[config.mk]
export PLATFORM = sky130hd
export DESIGN_NAME = bus_sync_launch
export DESIGN_NICKNAME = d
export VERILOG_FILES = /design/src/rtl/bus_sync_launch.sv
export SDC_FILE = /design/constraint.sdc
export NUM_CORES = 1
export LEC_CHECK = 0
export CORE_AREA = 2 2 39 41
export DETAILED_ROUTE_END_ITERATION = 12
export DIE_AREA = 0 0 41 43
export GPL_TIMING_DRIVEN = 0
export PLACE_DENSITY = 0.52
export SLEW_MARGIN = 20
export SYNTH_ARGS = -nofsm -noshare
export SYNTH_HDL_FRONTEND = slang
export SYNTH_SLANG_ARGS = --single-unit
[constraint.sdc]
create_clock -name i_clk_a -period 2.2 [get_ports i_clk_a]
set_input_delay 0.44 -clock i_clk_a [delete_from_list [all_inputs] [get_ports i_clk_a]]
set_output_delay 0.44 -clock i_clk_a [all_outputs]
set_load 0.05 [all_outputs]
[src/rtl/bus_sync_launch.sv]
// Source-side launch register for the stability-filter synchronizer; optional latest-value mode via BUS_SYNC_LAUNCH_COALESCE_EN.
// Latency: transfer at edge N is on o_data_a with o_launch high in cycle N+1; each word is held HOLD_CYCLES cycles.
// Backpressure: lossless mode deasserts o_ready during the hold window; coalesce mode is always ready and keeps the newest word.
module bus_sync_launch #(
    parameter int BUS_WIDTH   = 1,
    parameter int HOLD_CYCLES = 8
) (
    input  logic                 i_clk_a,
    input  logic                 i_rst_n,
    input  logic                 i_valid,
    output logic                 o_ready,
    input  logic [BUS_WIDTH-1:0] i_data,
    output logic [BUS_WIDTH-1:0] o_data_a,
    output logic                 o_launch,
    output logic                 o_busy,
    output logic                 o_overwrite
);

    localparam int CW = (HOLD_CYCLES > 2) ? $clog2(HOLD_CYCLES) : 1;
    localparam logic [CW-1:0] RELOAD = CW'(HOLD_CYCLES - 1);

    localparam logic [0:0] S_IDLE = 1'b0;
    localparam logic [0:0] S_HOLD = 1'b1;

    if (HOLD_CYCLES < 2) begin : g_hold_chk
        $error("bus_sync_launch: HOLD_CYCLES must be >= 2");
    end

    logic [0:0]           state_q, state_d;
    logic [CW-1:0]        cnt_q, cnt_d;
    logic [BUS_WIDTH-1:0] data_q, data_d;
    logic                 launch_q, launch_d;
    logic                 hold_end;
    logic                 can_launch;
    logic                 xfer;

    assign hold_end   = (state_q == S_HOLD) && (cnt_q == '0);
    assign can_launch = (state_q == S_IDLE) || hold_end;
    assign xfer       = i_valid && o_ready;

    assign o_data_a = data_q;
    assign o_launch = launch_q;
    assign o_busy   = (state_q == S_HOLD);

`ifdef BUS_SYNC_LAUNCH_COALESCE_EN
    logic                 pend_vld_q, pend_vld_d;
    logic [BUS_WIDTH-1:0] pend_dat_q, pend_dat_d;
    logic                 ovw_q, ovw_d;

    assign o_ready     = 1'b1;
    assign o_overwrite = ovw_q;

    always_comb begin
        state_d    = state_q;
        cnt_d      = cnt_q;
        data_d     = data_q;
        launch_d   = 1'b0;
        pend_vld_d = pend_vld_q;
        pend_dat_d = pend_dat_q;
        ovw_d      = 1'b0;
        if (can_launch) begin
            // A word arriving in the launch slot beats the older pending one.
            if (xfer) begin
                state_d    = S_HOLD;
                cnt_d      = RELOAD;
                data_d     = i_data;
                launch_d   = 1'b1;
                pend_vld_d = 1'b0;
            end else if (pend_vld_q) begin
                state_d    = S_HOLD;
                cnt_d      = RELOAD;
                data_d     = pend_dat_q;
                launch_d   = 1'b1;
                pend_vld_d = 1'b0;
            end else begin
                state_d = S_IDLE;
            end
        end else begin
            cnt_d = cnt_q - CW'(1);
            if (xfer) begin
                pend_dat_d = i_data;
                pend_vld_d = 1'b1;
                ovw_d      = pend_vld_q;
            end
        end
    end

    always_ff @(posedge i_clk_a or negedge i_rst_n) begin
        if (!i_rst_n) begin
            pend_vld_q <= 1'b0;
            pend_dat_q <= '0;
            ovw_q      <= 1'b0;
        end else begin
            pend_vld_q <= pend_vld_d;
            pend_dat_q <= pend_dat_d;
            ovw_q      <= ovw_d;
        end
    end
`else
    assign o_ready     = can_launch;
    assign o_overwrite = 1'b0;

    always_comb begin
        state_d  = state_q;
        cnt_d    = cnt_q;
        data_d   = data_q;
        launch_d = 1'b0;
        if (can_launch) begin
            if (xfer) begin
                state_d  = S_HOLD;
                cnt_d    = RELOAD;
                data_d   = i_data;
                launch_d = 1'b1;
            end else begin
                state_d = S_IDLE;
            end
        end else begin
            cnt_d = cnt_q - CW'(1);
        end
    end
`endif

    always_ff @(posedge i_clk_a or negedge i_rst_n) begin
        if (!i_rst_n) begin
            state_q  <= S_IDLE;
            cnt_q    <= '0;
            data_q   <= '0;
            launch_q <= 1'b0;
        end else begin
            state_q  <= state_d;
            cnt_q    <= cnt_d;
            data_q   <= data_d;
            launch_q <= launch_d;
        end
    end

endmodule
==> flow_summary.yaml, run 1 <==
status:
  status: "completed"
synth:
  synth_nets: 31
  synthXorXnorAreaFrac_pct: 0
  synth_top_area_share_pct: 52.4
  syn-cell-area_um2: 287
  syn_inst: 25
  synth.area.top_cells: "dfrtp_1 52%, ha_1 8.7%, o21ai_0 7.0%, mux2_4 5.2%, nand2b_4 4.8%"
  synthMuxAreaShare_pct: 5.24
  yosys_register_bits: 6
  synth_top_area_cell: "dfrtp_1"
  synth_top_family_by_area: "simple AND/OR/NAND/NOR gates"
  synth.avg_cell_area_um2: 11.5
  synth_warnings: 0
  synth-simple-area-share_pct: 13.1
  synthAdderAreaFrac_pct: 8.73
  ys_types: 13
  synth_compound_area_share_pct: 8.73
  synth_sequential_area_ratio_pct: 52.4
placement:
  dp_hpwl_um: 378
  dp_slack_ps: -4.72
  gp_congestion: 0.672
  port_buffers: 7
critical_path:
  end_kind: "output pin"
  crit_family: "buffers and inverters"
  cp_max_fo: 9
  critPathBufInv: 3
  crit_slowest_cell: "dfrtp_1"
  cp.arrival_ps: 1500
  worstPathRequired_ps: 1760
  critPathKind: "reg -> out"
  cpMostUsedCell: "ha_1"
  cp_slowest_stage_delay_ps: 340
  crit_chain: "inv_1, ha_1, ha_1, nand2b_4, buf_6, clkbuf_2"
  cp-start-kind: "register"
drt:
  wl_per_cell_um: 9.67
  dr.pass1.iters: 4
  via_per_inst: 3.82
  drtIter0Drc: 4
  drcViolationCount: 0
  wl_um: 493
  final_antenna_net_count: 0
  vias: 195
clock_network:
  clk-insertion-delay-late_ps: 240
  cts_setup_buffers: 0
  cts_root_buf: "clkbuf_4"
  ctsHoldBuffers: 0
  cts_tree: "built"
  cts_htree_levels: 1
  cts_sinks: 6
  clk_pin_slew_worst_paths_ps: 50
  numCtsBuffers: 3
  clockBufferDepth: 2
floorplan:
  core_um2: 1380
  chipWidth_um: 41
  io_pins: 9
  die_h_um: 43
  die_area_um2: 1760
  start_util_pct: 20.7
  rows: 14
timing:
  rsz0062_at_grt: "no"
  drv_slew: 0
  fin_crit_ps: 1940
  tightestPinTransition_ps: 499
  post-route-period-util_pct: 88.2
  hold_viol_final: 0
  max_slew_margin_pct: 66.6
  finClkSkew_ps: 2.98
  setup_violations: 0
  fmax_ghz: 0.515
  fin_ws_ps: 260
cells_and_area:
  area_growth_pct: 37.6
  regArea_um2: 150
  fin_nets: 43
  diodes: 0
  final_core_util_pct: 28.5
  fillers: 150
  multi_input_comb_area_um2: 106
  drive_above_1_share_pct: 25.7
grt:
  use_met3_pct: 3.66
  use_met2_pct: 9.06
  grt_pass1_vias: 210
  overflow: 0
  grt_busiest_layer: "met1"
  antenna_found_initial: 0
  grt_max_degree: 10
  track_usage_pct: 7.69
  use_met1_pct: 9.24
  grt_first_pass_wirelength_um: 855
pwr:
  power_density_nw_per_um2: 1660
  leakagePower_nw: 0.189
  p_seq_share_pct: 29.2
  power.switching_w: 0.000282
  switching_share_pct: 43.0
  power_frac_clock_pct: 15.3
  ir_drop_v: 0.000523
  internal_power_w: 0.000373
  comb_power_share_pct: 55.5
job:
  drv_cap: 0
hold_path:
  hold_class: "in -> async"
[synthesized netlist by cell type]
master / n
mux2_4: 1
a21oi_1: 1
or2b_1: 1
o21ai_0: 4
ha_1: 2
buf_6: 1
nand2b_4: 1
nor2_1: 2
inv_1: 3
and2_4: 1
conb_1: 1
dfrtp_1: 6
buf_4: 1
[what timing repair did]
action,CTS,global route
hold endpoints to repair,0,0
resized for setup,2,1
endpoints found under the setup margin,1,1
[sequential cells by signal (all words and copies together) (netlist names)]
signal and flops:
o_busy 1, o_data_a 1, cnt_q 3, o_launch 1
[cell usage in the layout (no fill, tap or decap)]
master           instances
a21oi_1                  1
and2_4                   1
buf_4                    1
buf_6                    1
clkbuf_2                 1
clkbuf_4                 3
clkdlybuf4s50_1          6
conb_1                   1
dfrtp_1                  6
ha_1                     2
inv_1                    3
mux2_4                   1
nand2b_4                 1
nor2_1                   2
o21ai_0                  4
or2b_1                   1
[per-layer routing]
metal | vias to the layer above | wire length (um)
met3 | 0 | 39
met5 | - | 0
met2 | 10 | 231
met4 | 0 | 0
li1 | 98 | -
met1 | 87 | 222
[path summary, 6_finish.rpt]
kind	start	end	slack, ps	cells past startpoint
max	cnt_q[0]	o_ready	260	6
min	i_rst_n	cnt_q[1]	440	1
max reg2reg	cnt_q[0]	o_data_a	610	7
min reg2reg	cnt_q[2]	cnt_q[2]	530	2
max in group asynchronous	i_rst_n	o_launch	1540	1
min in group i_clk_a	cnt_q[2]	cnt_q[2]	530	2
[power groups by stage]
stage | combinational [W] | sequential [W] | clock [W]
after floorplan | 0.000202 | 0.000261 | 0
after global placement | 0.000365 | 0.000188 | 0
after CTS | 0.000376 | 0.000192 | 0.000108
after detailed placement | 0.000379 | 0.000193 | 0
final | 0.000364 | 0.000191 | 0.000100
after global routing | 0.000400 | 0.000196 | 0.000113
[cell type report]
type / count / share of cell area (%)
Clock buffer: 3 / 5.71
Tap cell: 16 / 5.08
Timing Repair Buffer: 7 / 16.5
Buffer: 2 / 4.76
Sequential cell: 6 / 38.1
Multi-Input combinational cell: 14 / 27.0
Inverter: 3 / 2.86
[through the flow]
stage	TNS, ps	std cells	cell area, um^2	hold WS [ps]	power, W
detailed placement	-4.72	48	377	515	0.000572
CTS	0	51	399	442	0.000675
global placement	0	48	377	485	0.000553
floorplan	0	25	287	144	0.000464
global route	0	51	394	454	0.000709
finish	0	51	394	439	0.000656
[kinds of logic (layout without fill, tap and decap cells)]
| family | count (synthesis) | after routing |
|---|---|---|
| buffers and inverters | 5 | 15 |
| AND/OR/NAND/NOR | 5 | 5 |
| AO/OA/AOI/OAI | 5 | 5 |
| flip-flops | 6 | 6 |
| multiplexers | 1 | 1 |
| adder cells (fa/ha/maj) | 2 | 2 |
| other | 1 | 1 |
Power figures use the tool's default switching activity.
==> run 2: changes to the inputs <==
--- a/config.mk
+++ b/config.mk
@@ -14,3 +14,4 @@
 export SYNTH_ARGS = -nofsm -noshare
 export SYNTH_HDL_FRONTEND = slang
 export SYNTH_SLANG_ARGS = --single-unit
+export TNS_END_PERCENT = 10
==> results of run 2 <==
No change in the layout: final DEF, timing and power equal those of run 1.
==> run 3: changes to the inputs <==
==> constraint.sdc (replaced) <==
create_clock -name i_clk_a -period 2.23 [get_ports i_clk_a]
set_input_delay 0.446 -clock i_clk_a [delete_from_list [all_inputs] [get_ports i_clk_a]]
set_output_delay 0.446 -clock i_clk_a [all_outputs]
set_load 0.005 [all_outputs]
==> flow_summary.yaml, run 3 (synthesized netlist as in run 1, its figures left out) <==
placement:
  port_buffers: 7
  gp_congestion: 0.672
  dp_hpwl_um: 378
  dp_slack_ps: 322
job:
  drv_cap: 0
cells_and_area:
  fin_nets: 43
  diodes: 0
  fillers: 148
  regArea_um2: 150
  drive_above_1_share_pct: 22.9
  regMostFlops: "cnt_q"
  largest_reg_flops: 3
  final_cell_mix: "6 x dfrtp_1, 6 x clkdlybuf4s50_1, 4 x o21ai_0"
  area_growth_pct: 40.2
  multi_input_comb_area_um2: 106
timing:
  hold_viol_final: 0
  setup_violations: 0
  fin_ws_ps: 371
  drv_slew: 0
  finClkSkew_ps: 2.98
  fin_crit_ps: 1860
  fin_setup_tns_ps: 0
  rsz0062_at_grt: "no"
  fmax_ghz: 0.538
  post-route-period-util_pct: 83.4
clock_network:
  cts_root_buf: "clkbuf_4"
  clk-insertion-delay-late_ps: 240
  clockBufferDepth: 2
  ctsHoldBuffers: 0
  numCtsBuffers: 3
  cts_tree: "built"
  cts_htree_levels: 1
  clk_pin_slew_worst_paths_ps: 50
  cts_sinks: 6
critical_path:
  cp-start-kind: "register"
  cpMostUsedCell: "ha_1"
  crit_slowest_cell: "dfrtp_1"
  critPathKind: "reg -> out"
  cp.arrival_ps: 1410
  reg2reg_to: "o_data_a"
  worstRegToRegCells: 7
  cp_max_fo: 9
  worstReg2RegStart: "cnt_q[0]"
  cp_slowest_stage_delay_ps: 340
  crit_chain: "inv_1, ha_1, ha_1, nand2b_4, buf_6, dlymetal6s2s_1"
  worstPathRequired_ps: 1780
  end_kind: "output pin"
  r2r_slack_ps: 640
drt:
  vias: 195
  drtIter0Drc: 4
  final_antenna_net_count: 0
  drcViolationCount: 0
  wl_um: 492
  via_per_inst: 3.82
  wl_per_cell_um: 9.65
  dr.pass1.iters: 4
floorplan:
  io_pins: 9
  rows: 14
  core_um2: 1380
  chipWidth_um: 41
  start_util_pct: 20.7
  die_h_um: 43
  die_area_um2: 1760
pwr:
  power_density_nw_per_um2: 1340
  ir_drop_v: 0.000455
  leakagePower_nw: 0.203
grt:
  track_usage_pct: 7.69
  grt_pass1_vias: 210
  grt_first_pass_wirelength_um: 855
  grt_max_degree: 10
  antenna_found_initial: 0
  overflow: 0
status:
  status: "completed"
hold_path:
  hold_class: "in -> async"
run 3: timing repair:
action	4_1_cts	5_1_grt
buffers inserted	0	0
setup endpoints to repair	0	1
gates resized for setup	0	1
run 3: report_power, final:
group | total (W) | internal [W] | switching [W]
combinational | 0.000252 | 0.000153 | 0.0000984
sequential | 0.000189 | 0.000162 | 0.0000273
clock | 0.0000988 | 0.0000608 | 0.0000380
total | 0.000539 | 0.000376 | 0.000164
run 3: final cells by class:
type,instances,area share [%]
tap,16,4.98
timing repair buffer,7,18.1
buffer,2,4.67
clock buffer,3,5.61
sequential,6,37.4
inverter,3,2.80
multi-input combinational,14,26.5
run 3: worst max path at each step:
stage               startpoint        to  slack (ps)  cells after the start
detailed placement    cnt_q[0]   o_ready         320                      6
CTS                   cnt_q[0]   o_ready          50                      6
global route          cnt_q[0]   o_ready         310                      6
finish                cnt_q[0]   o_ready         370                      6
floorplan             cnt_q[0]  o_data_a         710                      7
global placement      cnt_q[0]   o_ready         350                      6
run 3: worst max-delay path: cells and delay by family, from the launching register on:
family / cells / cell delay [ps]
adders and majority gates: 2 / 370
DFF: 1 / 340
buffers and inverters: 3 / 320
and+or+nand+nor: 1 / 140
run 3: per-layer routing:
layer	share of wire [%]	vias up	wire length, um	track usage (%)
li1	-	98	-	-
met1	44	87	216	9.24
met2	47	10	231	9.06
met3	9.1	0	45	3.66
met4	0	0	0	8.00
met5	0	-	0	0
run 3: stage by stage:
step                hold WS (ps)  std cells  area (um^2)  utilization [%]  power [W]
finish                       445         51          402             29.0   0.000539
global route                 460         51          402             29.0   0.000592
CTS                          448         51          399             28.8   0.000557
detailed placement           515         48          377             27.2   0.000450
global placement             485         48          377             27.2   0.000431
floorplan                    150         25          287                -   0.000344
